==> src/rtl/mem_sched_pkg.sv <==
// Shared types and helpers for the memory port scheduler.
// Range checking in the scheduler is enabled by defining MEM_SCHED_RANGE_CHECK_EN.
package mem_sched_pkg;

  localparam logic TGT_IMEM = 1'b0;
  localparam logic TGT_DMEM = 1'b1;

  typedef struct packed {
    logic        target;
    logic [31:0] addr;
    logic [31:0] wdata;
  } wr_req_t;

  typedef enum logic [1:0] {
    IDLE  = 2'd0,
    DRAIN = 2'd1,
    CLEAR = 2'd2,
    DONE  = 2'd3
  } sched_state_e;

  // True when the word index of a byte address lies inside a memory of 'words' entries.
  function automatic logic word_in_range(input logic [31:0] addr, input logic [31:0] words);
    return ({2'b00, addr[31:2]} < words);
  endfunction

endpackage

==> src/rtl/sync_wr_fifo.sv <==
// Synchronous FIFO of loader write requests with full/empty flags and a registered count.
module sync_wr_fifo
  import mem_sched_pkg::*;
#(
  parameter int DEPTH = 8
) (
  input  logic                     clk_i,
  input  logic                     rst_ni,
  input  logic                     push_i,
  input  wr_req_t                  data_i,
  input  logic                     pop_i,
  output wr_req_t                  data_o,
  output logic                     full_o,
  output logic                     empty_o,
  output logic [$clog2(DEPTH):0]   count_o
);

  localparam int AW = $clog2(DEPTH);
  localparam int CW = AW + 1;

  wr_req_t       mem_q [DEPTH];
  logic [AW-1:0] wr_ptr_q, wr_ptr_d;
  logic [AW-1:0] rd_ptr_q, rd_ptr_d;
  logic [CW-1:0] count_q, count_d;
  logic          push_ok;
  logic          pop_ok;

  assign full_o  = (count_q == CW'(DEPTH));
  assign empty_o = (count_q == {CW{1'b0}});
  assign pop_ok  = pop_i & ~empty_o;
  // A push into a full FIFO is only legal when the head leaves in the same cycle.
  assign push_ok = push_i & (~full_o | pop_ok);
  assign data_o  = mem_q[rd_ptr_q];
  assign count_o = count_q;

  // Pointer and occupancy next-state.
  always_comb begin
    wr_ptr_d = wr_ptr_q;
    rd_ptr_d = rd_ptr_q;
    count_d  = count_q;
    if (push_ok) begin
      wr_ptr_d = wr_ptr_q + AW'(1);
    end else begin
      wr_ptr_d = wr_ptr_q;
    end
    if (pop_ok) begin
      rd_ptr_d = rd_ptr_q + AW'(1);
    end else begin
      rd_ptr_d = rd_ptr_q;
    end
    case ({push_ok, pop_ok})
      2'b10:   count_d = count_q + CW'(1);
      2'b01:   count_d = count_q - CW'(1);
      default: count_d = count_q;
    endcase
  end

  // Pointer and occupancy registers.
  always_ff @(posedge clk_i) begin
    if (!rst_ni) begin
      wr_ptr_q <= {AW{1'b0}};
      rd_ptr_q <= {AW{1'b0}};
      count_q  <= {CW{1'b0}};
    end else begin
      wr_ptr_q <= wr_ptr_d;
      rd_ptr_q <= rd_ptr_d;
      count_q  <= count_d;
    end
  end

  // Entry storage needs no reset; occupancy decides what is valid.
  always_ff @(posedge clk_i) begin
    if (push_ok) begin
      mem_q[wr_ptr_q] <= data_i;
    end
  end

endmodule

==> src/rtl/mem_port_scheduler.sv <==
// Shares imem/dmem port A between the core, buffered loader writes and a zero-fill engine.
// Define MEM_SCHED_RANGE_CHECK_EN to skip out-of-range writes and flag them on err_o.
module mem_port_scheduler
  import mem_sched_pkg::*;
#(
  parameter int FIFO_DEPTH = 8,
  parameter int IMEM_WORDS = 1024,
  parameter int DMEM_WORDS = 1024
) (
  input  logic        clk_i,
  input  logic        rst_ni,
  input  logic        core_frozen_i,
  input  logic [31:0] core_imem_addr_i,
  input  logic [31:0] core_dmem_addr_i,
  input  logic [31:0] core_dmem_wdata_i,
  input  logic [3:0]  core_dmem_we_i,
  input  logic        ld_valid_i,
  output logic        ld_ready_o,
  input  logic        ld_target_i,
  input  logic [31:0] ld_addr_i,
  input  logic [31:0] ld_wdata_i,
  input  logic        clr_start_i,
  input  logic        clr_target_i,
  input  logic [31:0] clr_base_i,
  input  logic [15:0] clr_words_i,
  output logic        clr_busy_o,
  output logic        clr_done_o,
  output logic        freeze_req_o,
  output logic [31:0] imem_addr_o,
  output logic [31:0] imem_wdata_o,
  output logic        imem_we_o,
  output logic [31:0] dmem_addr_o,
  output logic [31:0] dmem_wdata_o,
  output logic [3:0]  dmem_we_o,
  output logic        err_o
);

  localparam int CW = $clog2(FIFO_DEPTH) + 1;

  sched_state_e  state_q, state_d;
  wr_req_t       fifo_din, fifo_dout;
  logic          fifo_full, fifo_empty, fifo_push, fifo_pop;
  logic [CW-1:0] fifo_count;

  logic          clr_pend_q, clr_pend_d;
  logic          clr_tgt_q;
  logic [31:0]   clr_base_q;
  logic [15:0]   clr_words_q;
  logic [15:0]   clr_idx_q, clr_idx_d;
  logic          clr_accept;
  logic [31:0]   clr_addr;

  logic          freeze_q, freeze_d;
  logic          err_q;

  logic          cand_tgt;
  logic [31:0]   cand_addr, cand_data;
  logic          cand_ok;
  logic          int_active, wr_fire, err_set;

  assign fifo_din  = {ld_target_i, ld_addr_i, ld_wdata_i};
  assign fifo_push = ld_valid_i & ~fifo_full;

  sync_wr_fifo #(
    .DEPTH (FIFO_DEPTH)
  ) u_fifo (
    .clk_i   (clk_i),
    .rst_ni  (rst_ni),
    .push_i  (fifo_push),
    .data_i  (fifo_din),
    .pop_i   (fifo_pop),
    .data_o  (fifo_dout),
    .full_o  (fifo_full),
    .empty_o (fifo_empty),
    .count_o (fifo_count)
  );

  assign ld_ready_o   = ~fifo_full;
  assign clr_busy_o   = clr_pend_q | (state_q == CLEAR);
  assign clr_done_o   = (state_q == DONE);
  assign freeze_req_o = freeze_q;
  assign err_o        = err_q;
  assign clr_accept   = clr_start_i & ~clr_busy_o;
  assign clr_addr     = (clr_base_q & 32'hFFFF_FFFC) + {14'd0, clr_idx_q, 2'b00};

  // Write candidate for the current internal owner.
  always_comb begin
    if (state_q == CLEAR) begin
      cand_tgt  = clr_tgt_q;
      cand_addr = clr_addr;
      cand_data = 32'h0000_0000;
    end else begin
      cand_tgt  = fifo_dout.target;
      cand_addr = fifo_dout.addr;
      cand_data = fifo_dout.wdata;
    end
  end

`ifdef MEM_SCHED_RANGE_CHECK_EN
  localparam logic [31:0] IMEM_LIMIT = 32'(IMEM_WORDS);
  localparam logic [31:0] DMEM_LIMIT = 32'(DMEM_WORDS);
  assign cand_ok = (cand_tgt == TGT_IMEM) ? word_in_range(cand_addr, IMEM_LIMIT)
                                          : word_in_range(cand_addr, DMEM_LIMIT);
`else
  assign cand_ok = 1'b1;
`endif

  // Internal requesters own the ports only while the core is frozen; reset aborts at once.
  assign int_active = rst_ni & core_frozen_i &
                      (((state_q == DRAIN) & ~fifo_empty) | (state_q == CLEAR));
  assign wr_fire    = int_active & cand_ok;
  assign err_set    = int_active & ~cand_ok;

  // Scheduler next-state.
  always_comb begin
    state_d    = state_q;
    fifo_pop   = 1'b0;
    clr_pend_d = clr_pend_q | clr_accept;
    clr_idx_d  = clr_idx_q;
    case (state_q)
      IDLE: begin
        if (core_frozen_i && clr_pend_q) begin
          clr_pend_d = 1'b0;
          clr_idx_d  = 16'd0;
          state_d    = (clr_words_q == 16'd0) ? DONE : CLEAR;
        end else if (core_frozen_i && !fifo_empty) begin
          state_d = DRAIN;
        end else begin
          state_d = IDLE;
        end
      end
      DRAIN: begin
        if (core_frozen_i && !fifo_empty) begin
          fifo_pop = 1'b1;
          state_d  = ((fifo_count == CW'(1)) && !fifo_push) ? IDLE : DRAIN;
        end else begin
          state_d = IDLE;
        end
      end
      CLEAR: begin
        if (!core_frozen_i) begin
          state_d = CLEAR;
        end else if (clr_idx_q == (clr_words_q - 16'd1)) begin
          state_d = DONE;
        end else begin
          clr_idx_d = clr_idx_q + 16'd1;
          state_d   = CLEAR;
        end
      end
      DONE:    state_d = IDLE;
      default: state_d = IDLE;
    endcase
  end

  // Stays asserted one cycle past the return to IDLE so the core never races a last write.
  assign freeze_d = fifo_push | clr_accept | ~fifo_empty | clr_pend_q | (state_q != IDLE);

  // Scheduler registers.
  always_ff @(posedge clk_i) begin
    if (!rst_ni) begin
      state_q     <= IDLE;
      clr_pend_q  <= 1'b0;
      clr_tgt_q   <= TGT_IMEM;
      clr_base_q  <= 32'h0000_0000;
      clr_words_q <= 16'd0;
      clr_idx_q   <= 16'd0;
      freeze_q    <= 1'b0;
      err_q       <= 1'b0;
    end else begin
      state_q    <= state_d;
      clr_pend_q <= clr_pend_d;
      clr_idx_q  <= clr_idx_d;
      freeze_q   <= freeze_d;
      err_q      <= err_q | err_set;
      if (clr_accept) begin
        clr_tgt_q   <= clr_target_i;
        clr_base_q  <= clr_base_i;
        clr_words_q <= clr_words_i;
      end
    end
  end

  // Port A multiplexing.
  always_comb begin
    imem_addr_o  = core_imem_addr_i;
    imem_wdata_o = 32'h0000_0000;
    imem_we_o    = 1'b0;
    dmem_addr_o  = core_dmem_addr_i;
    dmem_wdata_o = core_dmem_wdata_i;
    dmem_we_o    = core_dmem_we_i;
    if (int_active) begin
      dmem_we_o = 4'h0;
      if (wr_fire && (cand_tgt == TGT_IMEM)) begin
        imem_addr_o  = cand_addr;
        imem_wdata_o = cand_data;
        imem_we_o    = 1'b1;
      end else if (wr_fire) begin
        dmem_addr_o  = cand_addr;
        dmem_wdata_o = cand_data;
        dmem_we_o    = 4'hF;
      end else begin
        imem_we_o = 1'b0;
      end
    end else begin
      dmem_we_o = core_dmem_we_i;
    end
  end

endmodule

==> config.mk <==
export PLATFORM = sky130hd
export DESIGN_NAME = mem_port_scheduler
export DESIGN_NICKNAME = d
export VERILOG_FILES = /design/src/rtl/mem_sched_pkg.sv /design/src/rtl/sync_wr_fifo.sv /design/src/rtl/mem_port_scheduler.sv
export SDC_FILE = /design/constraint.sdc
export NUM_CORES = 1
export LEC_CHECK = 0
export CAP_MARGIN = 20
export CELL_PAD_IN_SITES_DETAIL_PLACEMENT = 0
export CELL_PAD_IN_SITES_GLOBAL_PLACEMENT = 1
export CORE_MARGIN = 2
export CORE_UTILIZATION = 41
export CTS_CLUSTER_SIZE = 16
export DETAILED_ROUTE_END_ITERATION = 8
export PLACE_DENSITY_LB_ADDON = 0.1
export SLEW_MARGIN = 10
export SYNTH_ARGS = -nofsm -noshare
export SYNTH_HDL_FRONTEND = slang
export SYNTH_SLANG_ARGS = --single-unit
==> constraint.sdc <==
create_clock -name clk_i -period 24.4 [get_ports clk_i]
set_clock_uncertainty 0.15 [all_clocks]
set_input_delay 4.88 -clock clk_i [delete_from_list [all_inputs] [get_ports clk_i]]
set_output_delay 4.88 -clock clk_i [all_outputs]
set_load 0.05 [all_outputs]
**Word level (Yosys, flattened, before mapping)**

Memories as Yosys holds them, arrays and structs flattened. A register that Yosys moved wholly into a read port is not among the register bits.
Index checks and enable logic that the tools add are counted.
W data, S select, Z words.

- Bits in registers: 79
- Bits in latches: 0
- Memory bits (writable): 520
- ROM bits: 0
- Input port bits: 219
- Output and inout bits: 138
- Memories: 1

- Add/sub/neg operators: 7
- Multiply operators: 0
- Divide/modulo/power cells: 0
- Order comparisons: 0
- Eq/ne operators: 11
- Shift operators: 0
- Mux-type cells: 36
- Bitwise logic cells: 19
- Reduce and logical (&&, ||, !) cells: 13

Memory list:

| memory | words | width | rd ports | clocked after Yosys merged registers in | write ports | line | text |
|---|---|---|---|---|---|---|---|
| u_fifo.mem_q | 8 | 65 | 1 | 1 | 1 | sync_wr_fifo.sv:21 | `wr_req_t mem_q [DEPTH];` |

Operators by type and width:

| operator | number |
|---|---|
| $mux W32 | 10 |
| $mux W16 | 3 |
| $add A32 B18 Y32 | 1 |
| $pmux W16 S2 | 1 |
| $add A16 B1 Y16 const B | 1 |
| $eq A16 B16 Y1 | 1 |
| $logic_not A16 Y1 | 1 |
| $sub A16 B1 Y16 const B | 1 |
| $mux W1 | 15 |
| $mux W4 | 2 |
| $or A1 B1 Y1 | 8 |
| $pmux W2 S4 | 1 |
| $pmux W4 S2 | 1 |
| $and A1 B1 Y1 | 7 |
| $add A3 B1 Y3 const B | 2 |
| $eq A2 B2 Y1 const B | 3 |
| $mux W3 | 2 |
| $ne A2 B2 Y1 const B | 3 |
| $reduce_bool A2 Y1 | 3 |
| $add A4 B1 Y4 const B | 1 |
| $eq A2 B1 Y1 const B | 2 |
| $eq A4 B1 Y1 const B | 1 |
| $eq A4 B4 Y1 const B | 1 |
| $logic_and A1 B1 Y1 | 4 |
| 7 further kinds | 11 |

**Depth between registers and ports, before layout**

Gate-level depths: netlist of the first run.

- Depth in word-level cells: 10
- Gate-level depth with buffers: 13
- Mapped depth without buffers: 11

**Hierarchy**

From an unflattened synthesis of the first run, not the netlist that was laid out.

- Cell total of the unflattened synthesis: 1769
- Area, all modules: 26434.1 µm²

By module, submodules not included:

| module | times used | cells an instance | area each (µm²) | seq. area each (µm²) |
|---|---|---|---|---|
| sync_wr_fifo | 1 | 834 | 20214.4 | 15875.2 |
| mem_port_scheduler | 1 | 935 | 6219.7 | 1341.3 |

**Least setup slack after synthesis of the first run**

No wires, ideal clock.

- Path type: input to output
- Start: input port core_frozen_i
- End: output port dmem_addr_o[31]
- Arrival time: 7.512 ns
- Required time: 19.370 ns
- Setup slack: 11.858 ns
- Cell stages on the path: 6
- Path buffers: 2
- Cell sequence: clkbuf_1 nand3_1 nor3_1 clkbuf_1 nor2_1 nor4b_1

- Longest elaborated chain between the ends: 5

RTL lines:

| what | line | text |
|---|---|---|
| from (decl) | mem_port_scheduler.sv:12 | `input logic core_frozen_i,` |
| $and A1 B1 Y1 * (2 in a row) | mem_port_scheduler.sv:109 | `assign int_active = rst_ni & core_frozen_i &` |
| $logic_and A1 B1 Y1 | mem_port_scheduler.sv:193 | `if (wr_fire && (cand_tgt == TGT_IMEM)) begin` |
| $mux W32 | mem_port_scheduler.sv:193 |  |
| $mux W32 * | mem_port_scheduler.sv:191 | `if (int_active) begin` |
| to (decl) | mem_port_scheduler.sv:32 | `output logic [31:0] dmem_addr_o,` |

Mark *: on every way between the ends. The rest lies on a longest branch, timed or not.

**Final worst setup path of the first run**

- Start: input port core_frozen_i
- End: output port imem_addr_o[19]

- Longest elaborated chain between the ends: 5

RTL lines:

| what | line | text |
|---|---|---|
| $and A1 B1 Y1 * (2 in a row) | mem_port_scheduler.sv:109 |  |
| $logic_and A1 B1 Y1 | mem_port_scheduler.sv:193 |  |
| $mux W32 | mem_port_scheduler.sv:193 |  |
| $mux W32 * | mem_port_scheduler.sv:191 |  |
| to (decl) | mem_port_scheduler.sv:29 | `output logic [31:0] imem_addr_o,` |

Marks and branches as above.

==> flow_summary.rst, run 1 <==
.. list-table::
   :header-rows: 1

   * - Metric
     - Value
   * - DRC violation count after routing
     - 0
   * - Final Setup Violations
     - 0
   * - Relative contribution of combinational cells to total power
     - about an eighth
   * - Total gr overflow
     - 0
   * - Cell with the biggest individual delay on the critical path
     - sky130_fd_sc_hd__clkdlybuf4s50_1
   * - Count of buffers inserted at the top-level ports
     - between 300 and 400
   * - Overall track demand over capacity in global routing
     - ~22%
   * - DPL Wire Length
     - 46,020 µm
   * - Tot Pwr
     - ~2.5 mW
   * - Class of the most critical setup path
     - input pin to primary output
   * - Leading post-synthesis cells by instance count
     - 520 x sky130_fd_sc_hd__edfxtp_1, 267 x sky130_fd_sc_hd__nand2_1, 130 x sky130_fd_sc_hd__mux4_2
   * - Period Utilization, post-route
     - 59.54%
   * - Largest net degree at the start of global routing
     - 93
   * - Leading cell type by number of instances after synthesis
     - sky130_fd_sc_hd__edfxtp_1
   * - CP Buf/Inv Count
     - 4
   * - GPL Wtd Cong
     - 0.8765
   * - Initial Utilization
     - 41.58%
   * - Post-CTS repair timing setup buffer count
     - 0
   * - Slew at the pin closest to its max-slew limit
     - 1.061 ns
   * - Fill count
     - around 5,400
   * - Number of hold buffers added after CTS
     - 0
   * - Chain of cells forming the critical path
     - clkdlybuf4s50_1 > nand4_1 > inv_1 > nor2_4 > buf_4 > a2111oi_0 > nor3_1 > clkdlybuf4s50_1
   * - Cell count after synthesis
     - 1,829
   * - Placement Rows
     - 92
   * - Rel. slew slack
     - 29.25%
   * - Fmax
     - about 0.069 GHz
   * - Worst setup EP type
     - primary output
   * - Cell area reported after detailed placement
     - ~0.031 mm²
   * - Count of pins over their slew limit
     - 0
   * - Highest ir drop seen on vdd
     - 0.03903 mV
   * - Sequential fraction of design power
     - 47.3%
   * - Internal power component
     - 1.861 mW
   * - Ratio of cells with drive above 1 in the final layout
     - 14.91%
   * - Total count of hold-check failures in the final report
     - 0
   * - WL/cell
     - between 20 and 25 µm
   * - Power density relative to cell area
     - 74.81 mW/mm²
   * - Worst-case clock buffer depth
     - 3
   * - Status
     - finished clean
   * - Switching power share of the total
     - 24.43%
   * - Core area
     - 0.06331 mm²
   * - Count of cells resized by post-cts repair
     - 0
   * - TritonCTS clock tree
     - yes
   * - Critical Path Start Type
     - input pin
   * - Iteration-0 DRC count of the detailed router
     - 1,232
   * - Final-stage net count
     - 2,403
   * - Largest cells by area after synthesis
     - sky130_fd_sc_hd__edfxtp_1 59%, sky130_fd_sc_hd__mux4_2 11%, sky130_fd_sc_hd__dfxtp_1 6.1%, sky130_fd_sc_hd__nand2_1 3.8%, sky130_fd_sc_hd__a21oi_1 1.9%
   * - Unrepaired setup endpoints after global routing
     - false
   * - Layout area overhead
     - 25.01%
   * - Hold slack
     - 0.3139 ns
   * - Power share of the clock group
     - 40.9%
   * - Clock buffers created by TritonCTS
     - 66
   * - Path class of the lowest-slack min-delay path
     - register to register
   * - Minimum period implied by the final worst setup slack
     - about 15 ns
   * - Worst Slack Setup Final
     - just under 10 ns
   * - FFs w/ async S/R, synth
     - 0%
   * - Average cell area after synthesis
     - 14.39 µm²
   * - Sequential fraction of the synthesis area
     - 65.40%
   * - Final cell area excluding filler cells
     - 0.03291 mm²
   * - Synthesis warning total
     - 0
   * - Cell area after synthesis
     - 0.02633 mm²
   * - CP top delay family
     - buffers and inverters
   * - Antenna violations before repair
     - 7
   * - Data arrival time of the critical path
     - 9.50 ns
   * - Library cell appearing most often on the critical path
     - sky130_fd_sc_hd__clkdlybuf4s50_1
   * - Routed vias
     - 16,810
   * - Via-to-Cell Ratio
     - 5.504
   * - Number of search-and-repair iterations in the first detailed-routing pass
     - 5
   * - Distinct cell type count after synthesis
     - 71
   * - Most frequently used flop master after synthesis
     - sky130_fd_sc_hd__edfxtp_1
   * - Worst-path maximum fanout
     - 47
   * - Proportion of netlist area held by the largest area contributor
     - 59.32%
   * - Switching pwr
     - between 600 and 700 µW
   * - Number of sinks handled by clock tree synthesis
     - 600
   * - Total of flip-flops plus latches after synthesis
     - 600
   * - Ports
     - roughly 360
   * - Total negative setup slack
     - 0 ns
   * - Die boundary width
     - 257.4 µm
   * - Static leakage
     - roughly 11 nW
   * - Leading area contributor after synthesis
     - sky130_fd_sc_hd__edfxtp_1
   * - Insertion delay of the later-clocked pin in the worst-skew pair
     - about 0.59 ns
   * - Die extent in y
     - 257.4 µm
   * - First-pass GRT wire length
     - 109,000 µm
   * - Worst setup slack before clock tree synthesis
     - 9.936 ns
   * - Number of global-route vias before repair
     - 17,039
   * - Clock root cell
     - sky130_fd_sc_hd__clkbuf_16
   * - Worst-path clk slew
     - 0.06 ns
   * - Wire length reported by the detailed router
     - 74,260 µm
   * - Max-capacitance violation count
     - 0
   * - Net count after synthesis
     - 2,074
   * - Count of H-tree levels built during CTS
     - 3
   * - Slowest cell delay on critical path
     - between 0.9 and 1 ns
   * - Number of enable-type register cells in the synthesized netlist
     - 520
   * - Endpoint required time on the critical path
     - 19.37 ns
   * - Die ar.
     - approximately 0.066 mm²
   * - ANT nets after route
     - 0
==> worst paths after layout <==
check / from / end / slack [ns] / cells after the start
worst min register to register: clr_tgt_q$_SDFFE_PN0P_ / clr_tgt_q$_SDFFE_PN0P_ / 0.31 / 2
worst min-delay path: clr_tgt_q$_SDFFE_PN0P_ / clr_tgt_q$_SDFFE_PN0P_ / 0.31 / 2
worst max register to register: state_q[1]$_SDFF_PN0_ / clr_idx_q[3]$_SDFFE_PN0P_ / 20.75 / 8
worst max-delay path: core_frozen_i / imem_addr_o[19] / 9.87 / 8
==> worst reg2reg max path, stage by stage (launching register included) <==
cell	delay (ns)
sky130_fd_sc_hd__dfxtp_1	0.67
sky130_fd_sc_hd__nor2b_4	0.78
sky130_fd_sc_hd__buf_4	0.54
sky130_fd_sc_hd__nand3_1	0.20
sky130_fd_sc_hd__nor3b_1	0.25
sky130_fd_sc_hd__and4_1	0.21
sky130_fd_sc_hd__and4_4	0.44
sky130_fd_sc_hd__nand4b_1	0.18
sky130_fd_sc_hd__a21oi_1	0.07
==> area by class of cell <==
cell class | count | area, µm² | area share, %
flip-flops and latches | 600 | 17230 | 52.35
multi-input cells | 1093 | 8627 | 26.21
repair buffers | 378 | 3734 | 11.34
clock buffers | 80 | 1788 | 5.433
well taps | 846 | 1059 | 3.216
clock inverters | 37 | 401.6 | 1.220
inverters | 19 | 71.32 | 0.2167
diodes | 1 | 2.502 | 0.007604
==> power groups by stage <==
| stage | combinational (mW) | clock, mW | sequential [mW] |
|---|---|---|---|
| detailed placement | 0.293 | 0 | 1.19 |
| CTS | 0.294 | 1.03 | 1.17 |
| floorplan | 0.174 | 0 | 1.18 |
| global placement | 0.290 | 0 | 1.19 |
| global route | 0.312 | 1.07 | 1.17 |
| finish | 0.290 | 1.01 | 1.17 |
==> state kept, by name, summed over array words and instances, names as in the netlist, named ones only <==
name and count:
freeze_req_o 1, u_fifo.wr_ptr_q 3, clr_words_q 16, u_fifo.rd_ptr_q 3
u_fifo.mem_q 520, clr_pend_q 1, state_q 2, clr_tgt_q 1
u_fifo.count_o 4, clr_base_q 30, clr_idx_q 16
==> through the flow <==
stage | util, % | cells
floorplan | - | 1829
CTS | 51.98 | 3053
detailed placement | 48.52 | 2936
finish | 51.98 | 3054
global route | 51.98 | 3054
global placement | 48.52 | 2936
==> cells by family (layout without fill, tap and decap cells) <==
| family | after synthesis | count (layout) | share of synthesized area, % |
|---|---|---|---|
| multiplexers | 205 | 205 | 14.17 |
| XOR/XNOR | 37 | 37 | 1.231 |
| other | 1 | 2 | 0.01424 |
| AND/OR/NAND/NOR | 531 | 531 | 9.249 |
| adder cells (fa/ha/maj) | 26 | 26 | 1.264 |
| buffers and inverters | 136 | 514 | 2.148 |
| AO/OA/AOI/OAI | 293 | 293 | 6.526 |
| flip-flops | 600 | 600 | 65.40 |
==> cells in the final DEF (no fill, tap or decap), types with 5 or more instances in the layout <==
master and n:
sky130_fd_sc_hd__a2111oi_0 10, sky130_fd_sc_hd__a211oi_1 16, sky130_fd_sc_hd__a21oi_1 100, sky130_fd_sc_hd__a31oi_1 8, sky130_fd_sc_hd__and2_1 9, sky130_fd_sc_hd__and3_1 9, sky130_fd_sc_hd__and4_1 5, sky130_fd_sc_hd__buf_4 24
sky130_fd_sc_hd__bufinv_16 7, sky130_fd_sc_hd__clkbuf_1 9, sky130_fd_sc_hd__clkbuf_16 69, sky130_fd_sc_hd__clkdlybuf4s50_1 353, sky130_fd_sc_hd__clkinv_1 9, sky130_fd_sc_hd__clkinv_2 13, sky130_fd_sc_hd__dfxtp_1 77, sky130_fd_sc_hd__edfxtp_1 520
sky130_fd_sc_hd__ha_1 25, sky130_fd_sc_hd__inv_1 17, sky130_fd_sc_hd__mux2_2 41, sky130_fd_sc_hd__mux2i_1 34, sky130_fd_sc_hd__mux4_2 130, sky130_fd_sc_hd__nand2_1 267, sky130_fd_sc_hd__nand2b_1 9, sky130_fd_sc_hd__nand3_1 25
sky130_fd_sc_hd__nand4_1 11, sky130_fd_sc_hd__nor2_1 101, sky130_fd_sc_hd__nor2_4 5, sky130_fd_sc_hd__nor2b_1 8, sky130_fd_sc_hd__nor3_1 19, sky130_fd_sc_hd__nor3_2 5, sky130_fd_sc_hd__nor4_1 13, sky130_fd_sc_hd__o21ai_0 99
sky130_fd_sc_hd__o21ai_1 5, sky130_fd_sc_hd__o22ai_1 8, sky130_fd_sc_hd__o31ai_1 16, sky130_fd_sc_hd__or3_1 5, sky130_fd_sc_hd__or4_1 15, sky130_fd_sc_hd__xnor2_1 17, sky130_fd_sc_hd__xor2_1 20
==> per-layer routing <==
| layer | track usage, % | part of all wire (%) | vias up |
|---|---|---|---|
| met2 | 36.77 | 48 | 556 |
| met4 | 6.230 | 2.1 | 10 |
| met5 | 0 | 0.090 | - |
| met1 | 29.41 | 42 | 8461 |
| met3 | 4.886 | 7.1 | 97 |
| li1 | - | - | 7686 |
(Power assumes the default switching activity.)
==> run 2, diff against run 1 <==
==> constraint.sdc (replaced) <==
create_clock -name clk_i -period 14.25 [get_ports clk_i]
set_clock_uncertainty 0.15 [all_clocks]
set_input_delay 2.85 -clock clk_i [delete_from_list [all_inputs] [get_ports clk_i]]
set_output_delay 2.85 -clock clk_i [all_outputs]
set_load 0.05 [all_outputs]
==> run 2 against run 1 <==
Sequential share of layout area increased by 0.16 points. Sequential cell count unchanged. Combinational power increased by 73%. Critical path depth increased by 1. Clock power increased by 62%. Routed wire length decreased by 0.26%. Final cell count about the same. Largest cell class unchanged. Highest routed layer unchanged.
==> flow_summary.rst, run 2 (synthesis results as in run 1) <==
.. list-table::
   :header-rows: 1

   * - Metric
     - Value
   * - Worst Slack Setup Final
     - 4.068 ns (-5.804 ns)
   * - WL/cell
     - 24.23 µm (-0.35%)
   * - Largest net degree at the start of global routing
     - 115 (+24%)
   * - Critical Path Start Type
     - input pin
   * - Die ar.
     - 0.06625 mm² (unchanged)
   * - Number of sinks handled by clock tree synthesis
     - 600 (unchanged)
   * - Flip-flop count of the largest register after layout
     - 520 (unchanged)
   * - DPL Wire Length
     - 46,150 µm (+0.29%)
   * - Worst-path maximum fanout
     - 46 (-2.1%)
   * - Commonest non-fill, non-tap cell in the layout
     - sky130_fd_sc_hd__edfxtp_1
   * - Rel. slew slack
     - 21.76% (-7.5 points)
   * - Registers with the highest flip-flop counts
     - u_fifo.mem_q x520, clr_base_q x30
   * - Routed vias
     - 16,930 (+0.71%)
   * - Register bank with the most flops
     - u_fifo.mem_q
   * - TritonCTS clock tree
     - yes
   * - Final Setup Violations
     - 0 (unchanged)
   * - Data arrival time of the critical path
     - 7.18 ns (-2.32 ns)
   * - Worst setup slack before clock tree synthesis
     - 4.199 ns (-5.737 ns)
   * - Count of buffers inserted at the top-level ports
     - 353 (unchanged)
   * - Slew at the pin closest to its max-slew limit
     - 1.174 ns (+0.1123 ns)
   * - Unrepaired setup endpoints after global routing
     - false
   * - Minimum period implied by the final worst setup slack
     - 10.18 ns
   * - Path class of the lowest-slack min-delay path
     - register to register
   * - Placement Rows
     - 92 (unchanged)
   * - GPL Wtd Cong
     - 0.8948 (+2.1%)
   * - Count of pins over their slew limit
     - 0 (unchanged)
   * - Status
     - finished clean
   * - Worst-case clock buffer depth
     - 3 (unchanged)
   * - Insertion delay of the later-clocked pin in the worst-skew pair
     - 0.59 ns (about the same)
   * - Total negative setup slack
     - 0 ns (unchanged)
   * - Ratio of cells with drive above 1 in the final layout
     - 14.62% (-0.29 points)
   * - Power density relative to cell area
     - 125.8 mW/mm² (+68%)
   * - Max-capacitance violation count
     - 0 (unchanged)
   * - Count of cells resized by post-cts repair
     - 0 (unchanged)
   * - Worst-path clk slew
     - 0.06 ns (about the same)
   * - Fmax
     - 0.09821 GHz
   * - Antenna violations before repair
     - 7 (unchanged)
   * - Worst setup EP type
     - primary output
   * - Total count of hold-check failures in the final report
     - 0 (unchanged)
   * - Number of hold buffers added after CTS
     - 0 (unchanged)
   * - Die boundary width
     - 257.4 µm (unchanged)
   * - Ports
     - 357 (unchanged)
   * - Count of H-tree levels built during CTS
     - 3 (unchanged)
   * - Period Utilization, post-route
     - 71.45%
   * - Core area
     - 0.06331 mm² (unchanged)
   * - Number of global-route vias before repair
     - 16,842 (-1.2%)
   * - Initial Utilization
     - 41.58% (unchanged)
   * - Wire length reported by the detailed router
     - 74,070 µm (-0.26%)
   * - Post-CTS repair timing setup buffer count
     - 0 (unchanged)
   * - Endpoint required time on the critical path
     - 11.25 ns (-8.12 ns)
   * - Layout area overhead
     - 24.64%
   * - First-pass GRT wire length
     - 108,100 µm (-0.85%)
   * - Static leakage
     - 10.79 nW (-0.35%)
   * - Final-stage net count
     - 2,407 (+0.17%)
   * - ANT nets after route
     - 0 (unchanged)
   * - Total gr overflow
     - 0 (unchanged)
   * - Iteration-0 DRC count of the detailed router
     - 1,207 (-2.0%)
   * - DRC violation count after routing
     - 0 (unchanged)
   * - Clock root cell
     - sky130_fd_sc_hd__clkbuf_16
   * - Via-to-Cell Ratio
     - 5.538 (+0.62%)
   * - Class of the most critical setup path
     - input pin to primary output
   * - Die extent in y
     - 257.4 µm (unchanged)
   * - Leading cell types in the layout, fill and taps excluded
     - 520 x sky130_fd_sc_hd__edfxtp_1, 353 x sky130_fd_sc_hd__clkdlybuf4s50_1, 267 x sky130_fd_sc_hd__nand2_1, 130 x sky130_fd_sc_hd__mux4_2, 101 x sky130_fd_sc_hd__nor2_1
   * - Overall track demand over capacity in global routing
     - 22.06% (-0.092 points)
   * - Number of search-and-repair iterations in the first detailed-routing pass
     - 5 (unchanged)
   * - Highest ir drop seen on vdd
     - 0.08985 mV (+130%)
   * - Clock buffers created by TritonCTS
     - 67 (+1.5%)
run 2: worst max-delay path, cell delays in order:
cell                              delay (ns)
sky130_fd_sc_hd__clkdlybuf4s50_1        0.63
sky130_fd_sc_hd__nand4_1                0.60
sky130_fd_sc_hd__inv_1                  0.31
sky130_fd_sc_hd__nor2_4                 0.18
sky130_fd_sc_hd__buf_4                  0.30
sky130_fd_sc_hd__buf_4                  0.61
sky130_fd_sc_hd__a2111oi_0              0.15
sky130_fd_sc_hd__nor3_1                 0.56
sky130_fd_sc_hd__clkdlybuf4s50_1        0.92
run 2: power breakdown:
| part | internal, mW | switching (mW) |
|---|---|---|
| combinational | 0.200 | 0.301 |
| sequential | 1.96 | 0.0311 |
| clock | 0.959 | 0.677 |
| total | 3.12 | 1.01 |
run 2: final timing paths:
check | from | end | slack [ns] | cells past startpoint
max reg2reg | state_q[1]$_SDFF_PN0_ | clr_idx_q[3]$_SDFFE_PN0P_ | 10.85 | 9
max | core_frozen_i | imem_addr_o[21] | 4.07 | 9
min | clr_tgt_q$_SDFFE_PN0P_ | clr_tgt_q$_SDFFE_PN0P_ | 0.31 | 2
min reg2reg | clr_tgt_q$_SDFFE_PN0P_ | clr_tgt_q$_SDFFE_PN0P_ | 0.31 | 2
run 2: routing by layer:
| layer | vias up | global-route usage, % | part of all wire [%] |
|---|---|---|---|
| met3 | 107 | 4.492 | 6.3 |
| met2 | 537 | 36.26 | 48 |
| met5 | - | 0 | 0.086 |
| li1 | 7725 | - | - |
| met1 | 8551 | 29.41 | 43 |
| met4 | 10 | 7.306 | 2.6 |
run 2: through the flow:
stage | power, mW | hold slack [ns] | area (µm²) | utilization [%] | cells
detailed placement | 2.535 | 0.3029 | 30740 | 48.56 | 2939
floorplan | 2.319 | 0.2867 | 26330 | - | 1829
finish | 4.129 | 0.3090 | 32810 | 51.83 | 3057
global placement | 2.528 | 0.2986 | 30740 | 48.56 | 2939
CTS | 4.181 | 0.3113 | 32810 | 51.82 | 3055
global route | 4.278 | 0.3398 | 32810 | 51.82 | 3055
run 2: final cells by class:
cell class	instances	area (µm²)
fillers	5356	30500
flip-flops and latches	600	17230
multi-input cells	1093	8627
repair buffers	381	3756
clock buffers	87	1826
well taps	846	1059
clock inverters	29	241.5
inverters	19	71.32
diodes	2	5.005
